===== src/rtl/lsu_mem_master.sv =====
`timescale 1ns/1ps
// -----------------------------------------------------------------------------
// lsu_mem_master
//
// Load/store unit memory master. It takes one access at a time from the
// pipeline and turns it into memory read/write cycles on a simple 64-bit,
// big-endian-within-the-word memory port. The byte at mem_addr sits in
// mem_rd_data[63:56] and the byte at mem_addr+7 sits in [7:0].
// Loads read once. Dword stores write once. Narrower stores read the
// surrounding dword, merge the new bytes into its top and write it back.
//
// Optional feature macro: LSU_ALIGN_CHECK_EN
//   When defined, an access whose address is not a multiple of its size
//   completes at once with rsp_err=1, rsp_rdata=0 and no memory cycle.
//   When undefined, rsp_err is tied to 0 and any address is accepted.
//
// Ports
//   clk          in   clock, rising edge
//   rst_n        in   asynchronous active-low reset
//   req_valid    in   access request
//   req_ready    out  high only when idle
//   req_wr       in   1 = store, 0 = load
//   req_size     in   00 byte, 01 half, 10 word, 11 dword
//   req_signed   in   sign-extend load data
//   req_addr     in   byte address [ADDR_W]
//   req_wdata    in   store data, right-justified [64]
//   rsp_valid    out  one-cycle completion pulse
//   rsp_rdata    out  load result, 0 for stores [64]
//   rsp_err      out  misaligned access flag
//   mem_rd       out  memory read enable
//   mem_wr       out  memory write enable
//   mem_addr     out  memory byte address [ADDR_W]
//   mem_wr_data  out  memory write data [64]
//   mem_rd_data  in   asynchronous memory read data [64]
// -----------------------------------------------------------------------------
module lsu_mem_master #(
    parameter int ADDR_W = 8
) (
    input  logic              clk,
    input  logic              rst_n,
    input  logic              req_valid,
    output logic              req_ready,
    input  logic              req_wr,
    input  logic [1:0]        req_size,
    input  logic              req_signed,
    input  logic [ADDR_W-1:0] req_addr,
    input  logic [63:0]       req_wdata,
    output logic              rsp_valid,
    output logic [63:0]       rsp_rdata,
    output logic              rsp_err,
    output logic              mem_rd,
    output logic              mem_wr,
    output logic [ADDR_W-1:0] mem_addr,
    output logic [63:0]       mem_wr_data,
    input  logic [63:0]       mem_rd_data
);

    typedef enum logic [2:0] {
        IDLE   = 3'd0,
        LOAD   = 3'd1,
        RMW_RD = 3'd2,
        WRITE  = 3'd3,
        RESP   = 3'd4
    } state_t;

    state_t              state_reg;
    state_t              state_next;

    logic [ADDR_W-1:0]   addr_reg;
    logic [1:0]          size_reg;
    logic                signed_reg;
    logic [63:0]         wdata_reg;
    logic [63:0]         rdata_reg;

    logic                accept;
    logic                misaligned;
    logic [63:0]         load_data;
    logic [63:0]         merge_data;

    assign accept = req_valid && (state_reg == IDLE);

`ifdef LSU_ALIGN_CHECK_EN
    logic err_reg;

    // Misaligned when any address bit below the access size is set.
    always_comb begin
        misaligned = 1'b0;
        case (req_size)
            2'b00:   misaligned = 1'b0;
            2'b01:   misaligned = req_addr[0];
            2'b10:   misaligned = |req_addr[1:0];
            default: misaligned = |req_addr[2:0];
        endcase
    end

    assign rsp_err = (state_reg == RESP) && err_reg;

    always_ff @(posedge clk or negedge rst_n) begin
        if (!rst_n) begin
            err_reg <= 1'b0;
        end else if (accept) begin
            err_reg <= misaligned;
        end
    end
`else
    assign misaligned = 1'b0;
    assign rsp_err    = 1'b0;
`endif

    // Load extraction: the addressed bytes are always the top of the dword.
    always_comb begin
        load_data = '0;
        case (size_reg)
            2'b00:   load_data = {{56{signed_reg & mem_rd_data[63]}}, mem_rd_data[63:56]};
            2'b01:   load_data = {{48{signed_reg & mem_rd_data[63]}}, mem_rd_data[63:48]};
            2'b10:   load_data = {{32{signed_reg & mem_rd_data[63]}}, mem_rd_data[63:32]};
            default: load_data = mem_rd_data;
        endcase
    end

    // Read-modify-write merge: low store bytes replace the top memory bytes.
    always_comb begin
        merge_data = mem_rd_data;
        case (size_reg)
            2'b00:   merge_data = {wdata_reg[7:0],  mem_rd_data[55:0]};
            2'b01:   merge_data = {wdata_reg[15:0], mem_rd_data[47:0]};
            2'b10:   merge_data = {wdata_reg[31:0], mem_rd_data[31:0]};
            default: merge_data = wdata_reg;
        endcase
    end

    always_ff @(posedge clk or negedge rst_n) begin
        if (!rst_n) begin
            state_reg <= IDLE;
        end else begin
            state_reg <= state_next;
        end
    end

    always_comb begin
        state_next  = state_reg;
        req_ready   = 1'b0;
        rsp_valid   = 1'b0;
        rsp_rdata   = '0;
        mem_rd      = 1'b0;
        mem_wr      = 1'b0;
        mem_addr    = '0;
        mem_wr_data = '0;
        case (state_reg)
            IDLE: begin
                req_ready = 1'b1;
                if (req_valid) begin
                    if (misaligned) begin
                        state_next = RESP;
                    end else if (!req_wr) begin
                        state_next = LOAD;
                    end else if (req_size == 2'b11) begin
                        state_next = WRITE;
                    end else begin
                        state_next = RMW_RD;
                    end
                end
            end
            LOAD: begin
                mem_rd     = 1'b1;
                mem_addr   = addr_reg;
                state_next = RESP;
            end
            RMW_RD: begin
                mem_rd     = 1'b1;
                mem_addr   = addr_reg;
                state_next = WRITE;
            end
            WRITE: begin
                mem_wr      = 1'b1;
                mem_addr    = addr_reg;
                mem_wr_data = wdata_reg;
                state_next  = RESP;
            end
            RESP: begin
                rsp_valid  = 1'b1;
                rsp_rdata  = rdata_reg;
                state_next = IDLE;
            end
            default: begin
                state_next = IDLE;
            end
        endcase
    end

    // rdata_reg is cleared on accept so stores and errored accesses
    // return zero without a separate path.
    always_ff @(posedge clk or negedge rst_n) begin
        if (!rst_n) begin
            addr_reg   <= '0;
            size_reg   <= 2'b00;
            signed_reg <= 1'b0;
            wdata_reg  <= '0;
            rdata_reg  <= '0;
        end else begin
            if (accept) begin
                addr_reg   <= req_addr;
                size_reg   <= req_size;
                signed_reg <= req_signed;
                wdata_reg  <= req_wdata;
                rdata_reg  <= '0;
            end
            if (state_reg == LOAD) begin
                rdata_reg <= load_data;
            end
            if (state_reg == RMW_RD) begin
                wdata_reg <= merge_data;
            end
        end
    end

endmodule


===== config.mk =====
export PLATFORM = sky130hd
export DESIGN_NAME = lsu_mem_master
export DESIGN_NICKNAME = d
export VERILOG_FILES = /design/src/rtl/lsu_mem_master.sv
export SDC_FILE = /design/constraint.sdc
export NUM_CORES = 1
export LEC_CHECK = 0
export CORE_MARGIN = 8
export CORE_UTILIZATION = 43
export DETAILED_ROUTE_END_ITERATION = 7
export PLACE_DENSITY_LB_ADDON = 0.05
export SYNTH_ARGS = -nofsm -noshare
export SYNTH_HDL_FRONTEND = slang
export SYNTH_SLANG_ARGS = --single-unit

===== constraint.sdc =====
create_clock -name clk -period 2.3 [get_ports clk]
set_input_delay 0.46 -clock clk [delete_from_list [all_inputs] [get_ports clk]]
set_output_delay 0.46 -clock clk [all_outputs]
set_load 0.01 [all_outputs]

**Word level (Yosys, flattened, before mapping)**

Index checks and enable logic that the tools add are counted.

- Bits in registers: 142

- Eq/ne operators: 9
- Reductions and logical operators: 9
- Multiplexer cells: 17
- Bitwise gates (word level): 1

Operators with widths:

| kind | number |
|---|---|
| two-way mux 64 bit | 6 |
| case mux 64 bit (3 select lines) | 2 |
| case mux 3 bit (3 select lines) | 1 |
| two-way mux 8 bit | 1 |
| equality test 3 x 2 -> 1 bit, second input constant | 2 |
| two-way mux 1 bit | 5 |
| equality test 2 bit, second input constant | 2 |
| != test 4 x 1 -> 1 bit, second input constant | 1 |
| nonzero test 2 bit | 2 |
| OR reduction 2 bit | 2 |
| equality test 3 x 1 -> 1 bit, second input constant | 1 |
| equality test 3 bit, second input constant | 1 |
| logical NOT 3 bit | 1 |
| two-way mux 3 bit | 1 |
| OR reduction 3 bit | 1 |
| equality test 2 x 1 -> 1 bit, second input constant | 1 |
| logical NOT 2 bit | 1 |
| two-way mux 2 bit | 1 |
| != test 2 bit, second input constant | 1 |
| AND reduction 2 bit | 1 |
| AND 1 bit | 1 |
| logical AND 1 bit | 1 |

**Depth between registers and ports, before layout**

Gate-level depths: netlist of the first run.

- Word-level depth: 5
- Gate-level depth with buffers: 8
- Depth with buffers taken out: 5

**Worst setup path after synthesis of the first run**

Ideal clock, no wire load.

- Kind: register -> register
- From: register size_reg[0]
- To: register rdata_reg[22]
- Path buffers: 2
- Required time: 2.178 ns
- Arrival time: 1.869 ns
- Setup time: 0.122 ns
- Setup slack: 0.310 ns
- Cell stages (with the launch flop): 8
- Cell sequence: dfrtp_1 > inv_1 > ha_1 > buf_1 > o211ai_1 > clkbuf_1 > nand3_1 > a32o_1

- Cells in the longest elaborated chain, start to end: 3
- Elaborated cells between the ends (all ways): 5
- Those cells by class: 2 x eq/ne; 2 x mux; 1 x reduce/logical

RTL lines:

| item | RTL line | text |
|---|---|---|
| start: declaration | 70 | `logic [1:0] size_reg;` |
| start signal: assignment | 203 | `size_reg <= req_size;` |
| equality test 2 bit (tied with other cells) | 113 | `case (size_reg)` |
| case mux 64 bit (3 select lines) * | 113 |  |
| two-way mux 64 bit * | 208 | `if (state_reg == LOAD) begin` |
| end signal: assignment | 209 | `rdata_reg <= load_data;` |
| end: declaration | 73 | `logic [63:0] rdata_reg;` |

Every way passes the cells marked *; elsewhere a longest branch is shown, timed or not.
A chain may end at the register's enable or synchronous reset.

**Worst setup path in the final report of the first run**

- From: register size_reg[1]
- To: register wdata_reg[52]

- Cells in the longest elaborated chain, start to end: 3
- Elaborated cells between the ends (all ways): 7
- Those cells by class: 3 x eq/ne; 2 x mux; 2 x reduce/logical

RTL lines:

| item | RTL line | text |
|---|---|---|
| equality test 2 bit (tied with other cells) | 124 | `case (size_reg)` |
| case mux 64 bit (3 select lines) / != test 4 x 1 -> 1 bit (equally long branches) | n/a |  |
| two-way mux 64 bit / AND reduction 2 bit (equally long branches) | n/a |  |
| end signal: assignment | 205 | `wdata_reg <= req_wdata;` |
| end signal: assignment | 212 | `wdata_reg <= merge_data;` |
| end: declaration | 72 | `logic [63:0] wdata_reg;` |

Several ways; a longest one is shown, not always the timed one. The select of a mux whose other input is x is not followed.

==> results of run 1 <==
[Yosys cell counts (2+ instances only)]
master / instances
buf_4: 2
a22o_1: 12
nor3b_1: 2
mux2_1: 14
a221oi_1: 24
nand3_1: 16
mux2_2: 61
a211oi_1: 12
buf_1: 2
a32o_1: 16
nor2b_1: 17
o31ai_1: 63
inv_1: 3
nand2b_1: 17
o21ai_1: 2
o21ai_0: 18
o2bb2ai_1: 48
and3_1: 140
dfrtp_1: 142
buf_6: 6
a2111oi_0: 12
nor2_1: 70
clkbuf_1: 83
buf_2: 6
nand2_1: 17
and2_1: 11
ha_1: 4
[layer usage]
metal,track usage (%),wire length (um),vias to the layer above
met3,7.16,2880,52
met2,43.5,16000,384
met1,37.9,14800,4137
met5,0,0,-
met4,8.63,845,0
li1,-,-,3687
[logic make-up (layout without fill, tap and decap cells)]
kind of cell,after synthesis,after routing,synth area share (%)
simple gates,297,297,19.9
compound gates,212,212,20.7
flops,142,142,43.1
buf+inv,103,387,5.41
mux,75,75,10.2
fa+ha+maj,4,4,0.607
other cells,1,1,0.0455
[layout make-up]
class	count	area, um^2
Sequential cell	142	3560
Inverter	4	15.0
Clock inverter	13	129
Tap cell	234	293
Timing Repair Buffer	351	3430
Fill cell	1569	6570
Multi-Input combinational cell	589	4330
Clock buffer	19	443
[worst max-delay path by stage]
stage,slack (ps),to,from
final,7,wdata_reg[52],size_reg[1]
after global routing,-0.2,mem_wr_data[6],state_reg[2]
after CTS,3,mem_addr[6],state_reg[1]
after detailed placement,-120,wdata_reg[48],mem_rd_data[48]
after global placement,-120,wdata_reg[48],mem_rd_data[48]
after floorplan,310,rdata_reg[22],size_reg[0]
[repair_timing]
item	CTS	global route
pin swaps	1	1
endpoints found under the setup margin	143	43
cloned	5	0
hold buffers	1	0
endpoints found under the hold margin	39	0
buffers inserted	6	1
gates resized for setup	157	17
[through the flow]
stage | worst slack (ps) | setup TNS [ps] | hold slack (ps) | area [um^2]
after CTS | 3.19 | 0 | 486 | 12200
after detailed placement | -119 | -149 | 415 | 11500
after floorplan | 310 | 0 | 164 | 8250
final | 7.00 | 0 | 479 | 12200
after global placement | -120 | -208 | 417 | 11500
after global routing | -0.189 | -0.189 | 495 | 12200
[where the power goes]
part | internal, W | switching, W
Sequential | 0.00372 | 0.000979
Combinational | 0.00385 | 0.00469
Clock | 0.00154 | 0.00120
[critical path, stage by stage (launching register included)]
cell and delay, ps:
dfrtp_1 390, inv_1 80, ha_1 300, and2_1 420, a2111oi_0 700, buf_4 220, o31ai_1 60
==> metrics.txt, run 1 <==
boundary pin count around 280; Die Width between 150 and 200 um; worst slew pin tran 783 ps; crit path DAT 2590 ps; hold depth 1; DP HPWL ~24000 um; Synth area leaders dfrtp_1 43%, and3_1 11%, mux2_2 8.3%; # diodes 0; TritonCTS clock tree done; Die Ht between 150 and 200 um; Reg2Reg Launch Point size_reg[1]; share of layout cells above drive strength 1 16.5%; CTS Buffer Depth 2; Wirelength per Cell 25.6 um; largest net degree at the start of global routing 65; Via Count ~8300; CTS Root Cell clkbuf_16; vias in the first global route slightly above 8000; asr flop ratio synth between 90% and 100%; Min-Delay Path Class flip-flop to flip-flop; nature of the critical path startpoint flip-flop; clock latency on the worst-skew pair ~440 ps; Die Footprint ~24000 um^2; leading area contributor after synthesis dfrtp_1; Worst-path clk slew 70 ps; Tot Pwr around 0.016 W; initial antenna violation count 0; Post-Layout Cell Count between 1000 and 1500; setup violators final 0; DRT iter0 DRCs 830; fin util between 60% and 70%; sequential fraction of the synthesis area a little over two fifths; placed cells 1307; H-tree levels 4; CP max FO 21; DRC viols 0; slew margin rel. between 40% and 50%; Hold Path Origin addr_reg[2]; Row Count 50; minimum clock period 2290 ps; Post-DRT Antenna Nets 0; reg2reg end wdata_reg[52]; CTS Buf Count 17; Static Leak 6.07 nW; grt total ovfl 0; yosys warns 0; clock sink total roughly 140; Final Hold Viols 0; top_reg_cell synth dfrtp_1; first-pass GRT wire length 51700 um; vias per inst about 6.1; Synth Instances 834; core area roughly 19000 um^2; Unique masters post-synth between 40 and 50; CP Class flip-flop to flip-flop; DR pass1 iterations 5; Routability Congestion between 0.8 and 0.9; most common cell after layout, fill and taps aside clkdlybuf4s50_1; fin crit share 99.7%; syn_area_per_cell between 9 and 10 um^2; R2R depth 6; Mapped Area a little over 8000 um^2; Total Routing Usage GR between 20 and 30%; pwr/cell area 1310 nW/um^2; Post-synth EDFFs 0; syn_nets about 980; maximum vdd drop 1.09 mV; fin nets 1252; CP required ~2600 ps; Clock Skews 8.30 ps; most frequent cells in the layout 141 x clkdlybuf4s50_1, 140 x and3_1, 139 x dfrtp_1; Peak Freq approximately 440 MHz; PortBufs 282; WL final 34600 um; register-to-register setup slack roughly 7.0 ps; Initial Utilization 44.0%; Min-Delay Endpoint addr_reg[2]; fin. max-slew vios 0; Area Growth Syn to Fin 47.8%; Crit. End Element flip-flop; post-synth top area share about 43%; max cap viols 0; Seq cells post-synth approximately 140; status finished clean
Note: power is estimated with default switching activity, not from simulation.
==> inputs of run 2 (changes only) <==
--- a/config.mk
+++ b/config.mk
@@ -6,7 +6,7 @@
 export NUM_CORES = 1
 export LEC_CHECK = 0
 export CORE_MARGIN = 8
-export CORE_UTILIZATION = 43
+export CORE_UTILIZATION = 45
 export DETAILED_ROUTE_END_ITERATION = 7
 export PLACE_DENSITY_LB_ADDON = 0.05
 export SYNTH_ARGS = -nofsm -noshare
==> run 2 against run 1 <==
Highest routed layer unchanged. Final area grew 0.10%. Global-route usage is 0.14 points higher. Routed wire length is 2.7% lower. Sequential power about the same. Utilization rose by 3.0 points. Total power down 0.86%. First-iteration DRC count up 10%. Critical path type is now flip-flop to primary output.
==> metrics.txt, run 2 (synthesis gave the netlist of run 1 again) <==
Min-Delay Path Class flip-flop to flip-flop; worst setup path endpoint mem_wr_data[20]; DP HPWL 24100 um (about the same); vias in the first global route 7950 (-4.0%); final instance area 12200 um^2 (+0.10%); Clk pwr share 17.5% (+0.3 points); pwr/cell area 1300 nW/um^2 (-0.96%); Total Routing Usage GR 28.2% (+0.14 points); Via Count 8276 (+0.19%); first-pass GRT wire length 49300 um (-4.6%); initial antenna violation count 0 (unchanged); clock latency on the worst-skew pair 420 ps (-20 ps); R2R depth 6 (unchanged); Peak Freq 441 MHz (+1.1%); Routability Congestion 0.843 (+3.7%); vias per inst 6.17 (+1.0%); Sw Pwr 0.00666 W (-3.0%); CP Class flip-flop to primary output; CTS Buf Count 17 (unchanged); CP max FO 9 (-57%); Post-DRT Antenna Nets 0 (unchanged); WL final 33600 um (-2.7%); clock sink total 142 (unchanged); DRT iter0 DRCs 913 (+10%); Reg2Reg Launch Point state_reg[2]; max cap viols 0 (unchanged); Die Footprint 22900 um^2 (-4.0%); CTS Root Cell clkbuf_16; switch share 42.1% (-0.91 points); Die Ht 151 um (-2.0%); Post-Layout Cell Count 1341 (-0.81%); reg2reg end wdata_reg[50]; fin. max-slew vios 0 (unchanged); crit path DAT 1810 ps (-780 ps); DRC viols 0 (unchanged); minimum clock period 2270 ps (-24.9 ps); Worst-path clk slew 60 ps (about the same); PortBufs 282 (unchanged); maximum vdd drop 0.737 mV (-32%); TritonCTS clock tree done; slew margin rel. 60.4% (+13 points); status finished clean; Hold Path Origin addr_reg[6]; DR pass1 iterations 5 (unchanged); most frequent cells in the layout 141 x clkdlybuf4s50_1, 140 x and3_1, 139 x dfrtp_1; nature of the critical path startpoint flip-flop; Reg power frac 29.5% (about the same); fin crit share 98.6% (-1.1 points); most common cell after layout, fill and taps aside clkdlybuf4s50_1; Pint 0.00918 W (+0.72%); setup violators final 0 (unchanged); placed cells 1297 (-0.77%); Row Count 49 (-2.0%); register-to-register setup slack 50 ps (+40 ps); H-tree levels 4 (unchanged); Initial Utilization 45.9% (+2.0 points); boundary pin count 284 (unchanged); worst slew pin tran 578 ps (-205 ps); share of layout cells above drive strength 1 16.1% (-0.36 points); Clock Skews 6.51 ps (-1.79 ps); fin nets 1246 (-0.48%); CP required 1840 ps (-760 ps); Final Hold Viols 0 (unchanged); # diodes 0 (unchanged); Static Leak 5.97 nW (-1.6%); Wirelength per Cell 25.1 um (-1.9%); Comb power frac 53.0% (-0.5 points); critical path launch point state_reg[0]; largest net degree at the start of global routing 66 (+1.5%); CTS Buffer Depth 2 (unchanged); core area 18000 um^2 (-4.3%); grt total ovfl 0 (unchanged); Die Width 151 um (-2.0%); Area Growth Syn to Fin 48.0%; Crit. End Element primary output; placed cell area 11500 um^2 (about the same); Fin Hold WS 475 ps (-3.65 ps)
[run 2: changes by cell type in the layout (fill, tap and decap cells not counted), sizes merged]
cell / before / now
buf: 69 / 60
bufinv: 1 / 2
clkbuf: 19 / 25
clkdlybuf4s15: 18 / 38
clkinv: 4 / 3
clkinvlp: 2 / 5
dlygate4sd2: 122 / 99
dlymetal6s2s: 0 / 1
inv: 10 / 6
[run 2: critical path, cell delays in order (launching register included)]
cell           delay, ps
dfrtp_2              450
nor2b_4              150
buf_4                150
clkbuf_16            170
and3_1               180
dlygate4sd2_1        290
[run 2: layout make-up]
class / count / area [um^2]
Multi-Input combinational cell: 589 / 4340
Clock inverter: 12 / 138
Timing Repair Buffer: 345 / 3430
Fill cell: 1511 / 5750
Inverter: 4 / 15.0
Clock buffer: 20 / 447
Tap cell: 229 / 287
Sequential cell: 142 / 3560
[run 2: layer usage]
layer / wire [um] / global-route usage [%] / share of wire [%] / up-vias
li1: - / - / - / 3670
met5: 0 / 0 / 0 / -
met3: 3300 / 6.45 / 9.8 / 57
met4: 823 / 8.26 / 2.4 / 0
met1: 14100 / 39.5 / 42 / 4120
met2: 15400 / 42.8 / 46 / 429
[run 2: worst min-delay path by stage]
| stage | end | cells past startpoint |
|---|---|---|
| 2_1_floorplan | addr_reg[0] | 0 |
| 3_3_place_gp | addr_reg[5] | 1 |
| 3_5_place_dp | addr_reg[6] | 1 |
| 4_1_cts | addr_reg[0] | 1 |
| 5_1_grt | addr_reg[6] | 1 |
| 6_report | addr_reg[6] | 1 |
[run 2: power groups by stage]
| stage | Combinational (W) | Clock [W] | Sequential (W) |
|---|---|---|---|
| 2_1_floorplan | 0.00524 | 0 | 0.00419 |
| 3_3_place_gp | 0.00789 | 0 | 0.00466 |
| 3_5_place_dp | 0.00802 | 0 | 0.00466 |
| 4_1_cts | 0.00802 | 0.00279 | 0.00463 |
| 5_1_grt | 0.00903 | 0.00291 | 0.00478 |
| 6_report | 0.00839 | 0.00277 | 0.00468 |
[run 2: stage by stage]
stage	setup TNS (ps)	setup WS, ps	utilization [%]	total power (W)
6_report	0	31.9	68.0	0.0158
3_5_place_dp	-86.4	-86.4	64.2	0.0127
3_3_place_gp	-63.9	-63.9	64.2	0.0126
4_1_cts	-145	-145	67.0	0.0154
2_1_floorplan	0	310	-	0.00942
5_1_grt	-36.7	-10.3	68.0	0.0167
[run 2: timing repair]
action                                  in CTS  in global routing
gates cloned                                 1                  3
resized for setup                          146                 56
endpoints found under the setup margin     141                 57
buffers inserted                             4                  3
hold buffers                                 1                  0
pin swaps                                    0                  1
hold endpoints to repair                     6                  0
==> inputs of run 3 (changes only) <==
--- a/config.mk
+++ b/config.mk
@@ -8,7 +8,7 @@
 export CORE_MARGIN = 8
 export CORE_UTILIZATION = 45
 export DETAILED_ROUTE_END_ITERATION = 7
-export PLACE_DENSITY_LB_ADDON = 0.05
+export PLACE_DENSITY = 0.77
 export SYNTH_ARGS = -nofsm -noshare
 export SYNTH_HDL_FRONTEND = slang
 export SYNTH_SLANG_ARGS = --single-unit
==> run 3 against run 2 <==
Sequential cell count stayed put. Cell count down 0.22%. Worst hold slack better by 5.9 ps. Count of clock-buffer cells in the layout up 1. Setup slack better by 2.2 ps. Clock skew rose by 3.7 ps. Register-to-register slack improved by 30 ps. Largest power group unchanged.
==> metrics.txt, run 3 (synthesis gave the netlist of run 1 again) <==
status finished clean; clock latency on the worst-skew pair 430 ps (about the same); CP Class flip-flop to primary output; CTS Root Cell clkbuf_16; clock sink total 142 (unchanged); TritonCTS clock tree done; minimum clock period 2270 ps (-2.22 ps); Static Leak 5.75 nW (-3.6%); fin crit share 98.5% (about the same); Initial Utilization 45.9% (unchanged); fin. max-slew vios 0 (unchanged); Die Width 151 um (unchanged); Final TNS setup 0 ps (unchanged); Place WS -3.92 ps (+82.5 ps); DRT iter0 DRCs 893 (-2.2%); worst setup margin 34.1 ps (+2.22 ps); H-tree levels 4 (unchanged); Min-Delay Path Class flip-flop to flip-flop; Multi-input gate area 4330 um^2 (-0.29%); grt total ovfl 0 (unchanged); Die Footprint 22900 um^2 (unchanged); Die Ht 151 um (unchanged); DR pass1 iterations 5 (unchanged); DP HPWL 24000 um (-0.10%); worst slew pin tran 663 ps (+84.6 ps); # diodes 0 (unchanged); Clock Skews 10.2 ps (+3.73 ps); register-to-register setup slack 80 ps (+30 ps); Filler Cells Inserted 1476 (-2.3%); DRC viols 0 (unchanged); core area 18000 um^2 (unchanged); Peak Freq 441 MHz (about the same); most frequent cells in the layout 141 x clkdlybuf4s50_1, 140 x and3_1, 140 x dfrtp_1; CP required 1840 ps (about the same); setup violators final 0 (unchanged); crit path DAT 1810 ps (about the same); CP max FO 11 (+2); fin nets 1243 (-0.24%); Worst-path clk slew 60 ps (about the same); CTS Buf Count 17 (unchanged); Final Hold Viols 0 (unchanged); Wirelength per Cell 25.2 um (+0.26%); CTS Buffer Depth 2 (unchanged); nature of the critical path startpoint flip-flop; most common cell after layout, fill and taps aside clkdlybuf4s50_1; slew margin rel. 55.7% (-4.8 points); vias per inst 6.24 (+1.1%); boundary pin count 284 (unchanged); Crit. End Element primary output; Post-DRT Antenna Nets 0 (unchanged); first-pass GRT wire length 49600 um (+0.67%); Row Count 49 (unchanged); fin util 66.1% (-1.9 points); Area Growth Syn to Fin 43.9%; RSZ-0062 raised after global routing true; pwr/cell area 1330 nW/um^2 (+2.3%); register area 3560 um^2 (about the same); largest net degree at the start of global routing 66 (unchanged); max cap viols 0 (unchanged); share of layout cells above drive strength 1 23.0% (+6.9 points); vias in the first global route 8298 (+4.4%); WL final 33700 um (about the same); Routability Congestion 0.860 (+2.1%); Fin Hold WS 481 ps (+5.92 ps); maximum vdd drop 0.732 mV (-0.62%); initial antenna violation count 0 (unchanged); Via Count 8347 (+0.86%); PortBufs 282 (unchanged); Total Routing Usage GR 28.6% (+0.36 points)
[run 3: cell types whose count changed in the layout (fill, tap and decap cells not counted), sizes merged, moves of 14 or more]
cell,before,now
buf,60,79
clkdlybuf4s15,38,24
dlygate4sd2,99,44
clkbuf,25,74
[run 3: path summary, 6_finish.rpt]
check	from	end	depth (start not counted)
worst max register to register	state_reg[2]	wdata_reg[55]	5
worst min register to register	addr_reg[7]	addr_reg[7]	1
worst max-delay path	state_reg[0]	mem_addr[4]	6
min in group asynchronous	rst_n	rdata_reg[20]	2
max in group asynchronous	rst_n	state_reg[1]	3
worst min-delay path	addr_reg[7]	addr_reg[7]	1
[run 3: final cells by class]
| cell class | count | area share (%) |
|---|---|---|
| Multi-Input combinational cell | 589 | 36.4 |
| Timing Repair Buffer | 342 | 26.0 |
| Inverter | 4 | 0.126 |
| Clock buffer | 21 | 3.88 |
| Tap cell | 229 | 2.41 |
| Sequential cell | 142 | 29.9 |
| Clock inverter | 11 | 1.19 |
[run 3: per-stage QoR]
stage               cells  cell area [um^2]  power, W
global route         1338             11900    0.0166
floorplan             834              8250   0.00942
CTS                  1333             12000    0.0156
global placement     1291             11500    0.0124
finish               1338             11900    0.0158
detailed placement   1291             11500    0.0126
[run 3: layer usage]
metal	wire length, um	up-vias	global-route usage [%]
li1	-	3666	-
met1	13600	4060	37.7
met2	15000	531	43.7
met3	3860	90	8.28
met4	1180	0	10.8
met5	0	-	0
[run 3: repair_timing]
action                                  CTS  global route
hold endpoints to repair                 36             0
gates cloned                              2             1
endpoints found under the setup margin  141            49
buffers inserted                          8             6
gates resized for setup                 231           120
hold buffers                              1             0
pin swaps                                 1             1
[run 3: where the power goes]
group	switching, W	leakage (nW)	internal, W
Combinational	0.00458	3.68	0.00365
Clock	0.00112	0.289	0.00176
Sequential	0.000936	1.79	0.00372
Total	0.00664	5.75	0.00912
[run 3: worst max-delay path, cell delays in order, from the launching register on]
cell	delay (ps)
dfrtp_1	430
nor2_4	210
buf_12	160
nor2_1	50
buf_4	150
and2_1	150
clkdlybuf4s15_1	230
